<file path="src/rtl/display_scheduler.sv">
// Screen FSM and album-art scroll offset for the VGA datapath.
// Screen changes and scroll position are committed only on frame_start, so each frame is consistent.
module display_scheduler #(
  parameter int unsigned SCROLL_MAX  = 240,
  parameter int unsigned STEP_NORMAL = 1,
  parameter int unsigned STEP_FAST   = 4,
  parameter int unsigned OFS_W       = 9
) (
  input  logic             clk,
  input  logic             rst,
  input  logic             frame_start,
  input  logic             tick,
  input  logic             btn_up,
  input  logic             btn_down,
  input  logic             btn_enter,
  input  logic             btn_back,
  input  logic             play,
  input  logic             next,
  input  logic             forward,
  input  logic             backward,
  input  logic [1:0]       music_sel,
  output logic [1:0]       mainstate,
  output logic [OFS_W-1:0] scroll_offset,
  output logic             paused
);

  localparam logic [1:0] StMenuPlay   = 2'd0;
  localparam logic [1:0] StMenuCredit = 2'd1;
  localparam logic [1:0] StPlaying    = 2'd2;
  localparam logic [1:0] StCredit     = 2'd3;

  // One extra bit so offset + step never overflows before the wrap compare.
  localparam logic [OFS_W:0] MaxExt  = (OFS_W + 1)'(SCROLL_MAX);
  localparam logic [OFS_W:0] FastExt = (OFS_W + 1)'(STEP_FAST);
  localparam logic [OFS_W:0] NormExt = (OFS_W + 1)'(STEP_NORMAL);

  logic [1:0]       mainstate_q, mainstate_d;
  logic             pend_valid_q, pend_valid_d;
  logic [1:0]       pend_state_q, pend_state_d;
  logic [OFS_W-1:0] offset_q, offset_d;
  logic [OFS_W-1:0] scroll_q, scroll_d;
  logic             paused_q, paused_d;
  logic [1:0]       sel_q, sel_d;

  logic [1:0]       work_state;
  logic             req_valid;
  logic [1:0]       req_state;
  logic             accept_req;
  logic             commit;
  logic             enter_play;
  logic             playing;
  logic             restart;

  logic [OFS_W:0]   off_ext;
  logic [OFS_W:0]   inc_step;
  logic [OFS_W:0]   inc_res;
  logic [OFS_W:0]   dec_res;

  // Requested screen transition, evaluated on the state including any pending request.
  always_comb begin
    work_state = pend_valid_q ? pend_state_q : mainstate_q;
    req_valid  = 1'b0;
    req_state  = work_state;
    case (work_state)
      StMenuPlay: begin
        if (btn_enter) begin
          req_valid = 1'b1;
          req_state = StPlaying;
        end else if (btn_down && !btn_up) begin
          req_valid = 1'b1;
          req_state = StMenuCredit;
        end
      end
      StMenuCredit: begin
        if (btn_enter) begin
          req_valid = 1'b1;
          req_state = StCredit;
        end else if (btn_up && !btn_down) begin
          req_valid = 1'b1;
          req_state = StMenuPlay;
        end
      end
      StPlaying: begin
        if (btn_back) begin
          req_valid = 1'b1;
          req_state = StMenuPlay;
        end
      end
      StCredit: begin
        if (btn_back) begin
          req_valid = 1'b1;
          req_state = StMenuCredit;
        end
      end
      default: begin
        req_valid = 1'b0;
      end
    endcase
  end

  // A frame_start opens a new frame, so a request in that same cycle starts the next pending slot.
  always_comb begin
    accept_req   = req_valid && (frame_start || !pend_valid_q);
    commit       = frame_start && pend_valid_q;
    enter_play   = commit && (pend_state_q == StPlaying);

    pend_valid_d = pend_valid_q && !frame_start;
    pend_state_d = pend_state_q;
    if (accept_req) begin
      pend_valid_d = 1'b1;
      pend_state_d = req_state;
    end

    mainstate_d = commit ? pend_state_q : mainstate_q;
  end

  // Wrapping increment and decrement of the working offset.
  always_comb begin
    off_ext  = {1'b0, offset_q};
    inc_step = (forward && !backward) ? FastExt : NormExt;
    inc_res  = off_ext + inc_step;
    if (inc_res >= MaxExt) begin
      inc_res = inc_res - MaxExt;
    end
    if (off_ext < FastExt) begin
      dec_res = off_ext + MaxExt - FastExt;
    end else begin
      dec_res = off_ext - FastExt;
    end
  end

  always_comb begin
    playing  = (mainstate_q == StPlaying);
    restart  = playing && (next || (music_sel != sel_q));
    sel_d    = music_sel;

    offset_d = offset_q;
    if (enter_play || restart) begin
      offset_d = '0;
    end else if (playing && !paused_q && tick) begin
      if (backward && !forward) begin
        offset_d = dec_res[OFS_W-1:0];
      end else begin
        offset_d = inc_res[OFS_W-1:0];
      end
    end

    paused_d = paused_q;
    if (enter_play) begin
      paused_d = 1'b0;
    end else if (playing && play) begin
      paused_d = !paused_q;
    end

    // Pre-tick working offset is what the new frame shows.
    scroll_d = frame_start ? offset_q : scroll_q;
  end

  always_ff @(posedge clk) begin
    if (rst) begin
      mainstate_q  <= StMenuPlay;
      pend_valid_q <= 1'b0;
      pend_state_q <= StMenuPlay;
      offset_q     <= '0;
      scroll_q     <= '0;
      paused_q     <= 1'b0;
      sel_q        <= 2'd0;
    end else begin
      mainstate_q  <= mainstate_d;
      pend_valid_q <= pend_valid_d;
      pend_state_q <= pend_state_d;
      offset_q     <= offset_d;
      scroll_q     <= scroll_d;
      paused_q     <= paused_d;
      sel_q        <= sel_d;
    end
  end

  assign mainstate     = mainstate_q;
  assign scroll_offset = scroll_q;
  assign paused        = paused_q;

endmodule

</file>
<file path="config.mk">
export PLATFORM = sky130hd
export DESIGN_NAME = display_scheduler
export DESIGN_NICKNAME = d
export VERILOG_FILES = /design/src/rtl/display_scheduler.sv
export SDC_FILE = /design/constraint.sdc
export NUM_CORES = 1
export LEC_CHECK = 0
export ABC_AREA = 1
export ABC_CLOCK_PERIOD_IN_PS = 2900
export CAP_MARGIN = 20
export CORE_ASPECT_RATIO = 0.8
export CORE_MARGIN = 2
export CORE_UTILIZATION = 57
export DETAILED_ROUTE_END_ITERATION = 10
export PLACE_DENSITY = 0.92
export SETUP_SLACK_MARGIN = 0.05
export SLEW_MARGIN = 5
export SYNTH_ARGS = -nofsm -noshare
export SYNTH_HDL_FRONTEND = slang
export SYNTH_SLANG_ARGS = --single-unit
</file>
<file path="constraint.sdc">
create_clock -name clk -period 2.9 [get_ports clk]
set_input_delay 0.29 -clock clk [delete_from_list [all_inputs] [get_ports clk]]
set_output_delay 0.29 -clock clk [all_outputs]
set_load 0.05 [all_outputs]
</file>
==> results of run 1 <==
-- layout make-up --
cell class | count | area (um^2)
multi-input combinational | 188 | 998
fill | 236 | 783
sequential | 26 | 520
timing repair buffer | 25 | 250
inverter | 35 | 131
clock buffer | 4 | 55.1
tap | 38 | 47.5
-- cell families after synthesis --
family          synth area share
compound gates             0.195
xor+xnor                  0.0157
fa+ha+maj                 0.0373
buf+inv                   0.0934
flops                      0.311
simple gates               0.348
-- stage by stage --
stage	hold WS (ps)	power (W)
detailed placement	452	0.000627
CTS	466	0.000853
global route	513	0.000897
finish	469	0.000855
global placement	453	0.000623
floorplan	359	0.000561
-- power by group --
part / total (W) / internal, W / leakage (nW) / switching [W]
Combinational: 0.000223 / 0.0000799 / 0.640 / 0.000143
Sequential: 0.000401 / 0.000380 / 0.213 / 0.0000213
Clock: 0.000231 / 0.000121 / 0.0288 / 0.000110
Total: 0.000855 / 0.000581 / 0.882 / 0.000274
-- per-layer routing --
metal | part of all wire | up-vias
met1 | 0.47 | 743
met2 | 0.44 | 58
met4 | 0.0032 | 0
met3 | 0.083 | 2
li1 | - | 885
met5 | 0 | -
-- critical path, delay by kind of cell --
family | cells | cell delay [ps]
compound gates | 1 | 120
fa+ha+maj | 3 | 630
buf+inv | 5 | 710
simple gates | 9 | 800
-- cell usage in the layout (no fill, tap or decap) --
cell	count
a211oi_1	3
a21oi_1	19
a21oi_2	4
a31oi_1	2
and3_1	1
clkbuf_8	4
clkdlybuf4s50_1	25
dfxtp_1	26
ha_1	5
inv_1	34
inv_2	1
nand2_1	58
nand2_2	4
nand2_4	1
nand3_1	24
nand3_2	2
nand3_4	1
nand3b_1	1
nand4_1	3
nor2_1	23
nor2_2	3
nor2_4	2
nor3_1	1
o211ai_1	5
o21ai_0	18
o21ai_1	1
o221ai_1	1
o31ai_1	1
o31ai_2	1
or2_1	1
xor2_1	3
-- worst paths after layout --
check	depth (start not counted)	slack [ps]	endpoint	startpoint
min	2	470	pend_state_q[0]	pend_state_q[0]
min reg2reg	2	470	pend_state_q[0]	pend_state_q[0]
max	18	580	offset_q[8]	forward
max reg2reg	13	880	offset_q[8]	offset_q[2]
-- registers in the layout, indices dropped and copies added, names as in the netlist --
name / count
sel_q: 2
paused: 1
mainstate: 2
offset_q: 9
pend_state_q: 2
pend_valid_q: 1
scroll_offset: 9
==> results by group, run 1 <==
STA
  – Min setup slack post-route: 575 ps
  – RSZ-0062 raised after global routing: false
  – Final Hold Viols: 0
  – Min cycle time layout: 2320 ps
  – Setup-failing EPs final: 0
  – Worst-margin pin slew: 529 ps
  – Max Slew Vio Count: 0
  – Slew margin rel.: 0.646
  – Total negative slack: 0 ps
  – Final worst-path cycle share: 0.802
  – Worst Skew: 1.70 ps
  – Fmax: 0.430 GHz

Synth
  – Post-synth top area share: 0.311
  – Post-synth EDFFs: 0
  – Synth Cell Area: about 1700 um^2
  – Syn_area_per_cell: between 6 and 7 um^2
  – Synth Flop Type: dfxtp_1
  – Library cells used by synthesis: 32
  – Post-synth top area cell: dfxtp_1
  – FF+latch count, synth: 26
  – Syn_nets: approximately 270
  – YS warnings: 0
  – Post-synthesis sequential area ratio: 0.311
  – Count leader, synth: nand2_1
  – Syn Inst Count: ~250
  – Synth cell count leaders: 58 x nand2_1, 34 x inv_1, 26 x dfxtp_1
  – Area contributors post-synth: dfxtp_1 31%, nand2_1 13%, inv_1 7.6%
  – Post-synth ARST share: 0

Floorplan
  – I/O pin cnt: 26
  – Starting density of the core: 0.601
  – DIE AREA: 3390 um^2
  – Die Wd: 64.6 um
  – Core Rows: 17
  – Die H: around 52 um
  – Core footprint: 2790 um^2

Layout
  – Layout cells sized above 1: 0.0827
  – Post-Layout Cell Count: around 320
  – Number of diodes: 0
  – Syn-to-layout area delta: 19.6%
  – Post-layout net count: 298
  – Final core occ: 0.719
  – Fin area: approximately 2000 um^2

Worst setup path
  – Max incr delay on CP: around 450 ps
  – Crit-path max FO: 5
  – Crit. End Element: flop
  – Crit-path slowest cell: clkdlybuf4s50_1
  – Arr. time, crit path: 2540 ps
  – Crit Path Class: in2reg
  – CP required: between 3000 and 4000 ps
  – Critical Path, Cell by Cell: clkdlybuf4s50_1 > inv_1 > nor2_1 > inv_1 > ha_1 > ha_1 > nand3_1 > nand2_2 > nand2_1 > nand2_1 > inv_1 > ha_1 > inv_1 > nor2_2 > nand3_1 > nand2_1 > nand2_1 > a21oi_2
  – CP Launch Type: input pin

Place
  – # port buffers: 25
  – Cell count after placement: 312
  – Dpl ws: 281 ps
  – Placed inst area: between 1500 and 2000 um^2
  – Gpl congestion: 0.904
  – Final HPWL DP: between 2000 and 3000 um

GRT
  – Routing usage on met3: 0.0688
  – Initial antenna violation count: 0
  – Grt total ovfl: 0
  – All-layer global routing usage: 0.247
  – Number of global-route vias before repair: about 1500
  – GR Util met1: 0.311
  – Gr busiest metal: met2
  – First-pass GRT wire length: 6490 um
  – Largest net degree at the start of global routing: 19
  – Met2 Use GR: 0.425

CTS
  – Longest Clk Path Bufs: 2
  – Clock transition at the registers of the reported paths: 90 ps
  – Clock root buffer: clkbuf_8
  – CTS sink count: 26
  – Clock latency on the worst-skew pair: between 200 and 300 ps
  – # Post-CTS Setup Buffers: 0
  – Hold_buf cts: 0
  – Cts bufs inserted: 3
  – Post-CTS sizing: 0
  – CTS tree: done
  – H-tree Lvls: 1

Hold path
  – Worst hold-check path type: reg2reg

Routing
  – Routed WL per cell: 11.9 um
  – Via density: 5.34
  – TritonRoute pass-1 iters: 4
  – Detail Route Antenna Nets: 0
  – # DRC: 0
  – WL final: 3750 um
  – First-iteration detailed-routing DRC count: 92
  – Detailed-route via count: 1688

Status
  – Status: finished, final reports clean

Power and ir drop
  – Maximum VDD drop: about 420 uV
  – Leakage power: 0.882 nW
  – PwrDens: between 400 and 500 nW/um^2

Job
  – Max Cap Violations: 0
Note: power is estimated with default switching activity, not from simulation.
==> run 2, diff against run 1 <==
--- a/config.mk
+++ b/config.mk
@@ -6,13 +6,13 @@
 export NUM_CORES = 1
 export LEC_CHECK = 0
 export ABC_AREA = 1
-export ABC_CLOCK_PERIOD_IN_PS = 2900
+export ABC_CLOCK_PERIOD_IN_PS = 2240
 export CAP_MARGIN = 20
 export CORE_ASPECT_RATIO = 0.8
 export CORE_MARGIN = 2
-export CORE_UTILIZATION = 57
+export CORE_UTILIZATION = 53
 export DETAILED_ROUTE_END_ITERATION = 10
-export PLACE_DENSITY = 0.92
+export PLACE_DENSITY = 0.87
 export SETUP_SLACK_MARGIN = 0.05
 export SLEW_MARGIN = 5
 export SYNTH_ARGS = -nofsm -noshare
==> constraint.sdc (replaced) <==
create_clock -name clk -period 2.24 [get_ports clk]
set_input_delay 0.224 -clock clk [delete_from_list [all_inputs] [get_ports clk]]
set_output_delay 0.224 -clock clk [all_outputs]
set_load 0.05 [all_outputs]
==> results by group, run 2 (synthesis gave the netlist of run 1 again) <==
Routing
  – Via density: 5.23
  – First-iteration detailed-routing DRC count: 86
  – WL final: roughly 4000 um
  – Detailed-route via count: 1717
  – # DRC: 0
  – Detail Route Antenna Nets: 0
  – TritonRoute pass-1 iters: 4
  – Routed WL per cell: 12.1 um

Power and ir drop
  – Leakage power: 0.918 nW
  – PwrDens: 513 nW/um^2
  – Pwr Total: approximately 0.0011 W
  – Maximum VDD drop: 462 uV

GRT
  – Initial antenna violation count: 0
  – Number of global-route vias before repair: 1500
  – Gr busiest metal: met2
  – GR Util met1: 0.306
  – Largest net degree at the start of global routing: 18
  – First-pass GRT wire length: 6460 um
  – Routing usage on met3: 0.0453
  – Grt total ovfl: 0
  – All-layer global routing usage: 0.236
  – Met2 Use GR: 0.425

CTS
  – CTS sink count: 26
  – H-tree Lvls: 1
  – Clock root buffer: clkbuf_8
  – Clock transition at the registers of the reported paths: 90 ps
  – Clock latency on the worst-skew pair: 270 ps
  – CTS tree: done
  – Cts bufs inserted: 3
  – Longest Clk Path Bufs: 2
  – Hold_buf cts: 0

Worst setup path
  – Arr. time, crit path: 2200 ps
  – Crit. End Element: flop
  – Crit Path Class: in2reg
  – CP required: roughly 2400 ps
  – Crit-path max FO: 5
  – CP Launch Type: input pin

Floorplan
  – Die Wd: between 60 and 70 um
  – I/O pin cnt: 26
  – DIE AREA: 3630 um^2
  – Die H: 54.3 um
  – Core Rows: 18
  – Starting density of the core: 0.547
  – Core footprint: roughly 3000 um^2

STA
  – Min setup slack post-route: approximately 210 ps
  – Final Hold Viols: 0
  – Min cycle time layout: 2030 ps
  – RSZ-0062 raised after global routing: false
  – Worst-margin pin slew: 542 ps
  – Setup-failing EPs final: 0
  – Total negative slack: 0 ps
  – Max Slew Vio Count: 0
  – Slew margin rel.: 0.639
  – Worst Skew: 3.65 ps
  – Final worst-path cycle share: 0.908
  – Fmax: approximately 0.49 GHz

Layout
  – Layout cells sized above 1: 0.142
  – Syn-to-layout area delta: 26.1%
  – Post-layout net count: 309
  – Most common cell after layout, fill and taps aside: nand2_1
  – Commonest cells after routing, fill and taps aside: 57 x nand2_1, 33 x inv_1, 26 x dfxtp_1
  – Number of diodes: 0

Place
  – Dpl ws: -241 ps
  – Final HPWL DP: 3080 um
  – Gpl congestion: between 0.9 and 1
  – # port buffers: 25

Status
  – Status: finished, final reports clean

Job
  – Max Cap Violations: 0

Hold path
  – Worst hold-check path type: reg2reg
run 2: critical path, stage by stage:
cell             delay (ps)
clkdlybuf4s50_1         450
inv_1                    50
nor2_2                  100
inv_1                    50
ha_1                    200
ha_2                    190
buf_4                   130
nand2_1                  70
nand2_1                  60
nand3_1                  60
nand2_1                  60
nand2_2                 120
nand3_4                 110
nand2_4                  90
nand3_1                  80
a21oi_2                 120
nor2_1                   50
run 2: worst paths after layout:
check | endpoint | from | slack [ps] | cells past startpoint
hold reg to reg | pend_state_q[0] | pend_state_q[0] | 480 | 2
setup / recovery | offset_q[7] | forward | 210 | 17
setup reg to reg | offset_q[7] | offset_q[2] | 390 | 12
hold / removal | pend_state_q[0] | pend_state_q[0] | 480 | 2
run 2: timing repair:
item,4_1_cts,5_1_grt
setup endpoints to repair,3,5
pin swaps,0,2
gates resized for setup,1,9
buffers inserted,0,0
run 2: area by class of cell:
class | instances | area [um^2]
fill | 268 | 950
clock buffer | 3 | 41.3
multi-input combinational | 188 | 1040
timing repair buffer | 36 | 333
inverter | 35 | 131
tap | 40 | 50.0
sequential | 26 | 520
run 2: metal layers:
metal / vias to the layer above / part of all wire
met5: - / 0
met4: 0 / 0.0058
met3: 6 / 0.050
met2: 46 / 0.46
met1: 759 / 0.48
li1: 906 / -
run 2: report_power, final:
group          total [W]  internal, W  switching [W]
Sequential      0.000519     0.000492      0.0000279
Combinational   0.000304     0.000115       0.000190
Clock           0.000260     0.000121       0.000140
Total            0.00108     0.000727       0.000357
run 2: metrics by stage:
step | instances | hold slack, ps | util | cell area, um^2
after CTS | 328 | 479 | 0.678 | 2080
after detailed placement | 325 | 466 | 0.664 | 2030
final | 328 | 481 | 0.690 | 2110
after global routing | 328 | 504 | 0.690 | 2110
after global placement | 325 | 458 | 0.664 | 2030
after floorplan | 254 | 293 | - | 1680
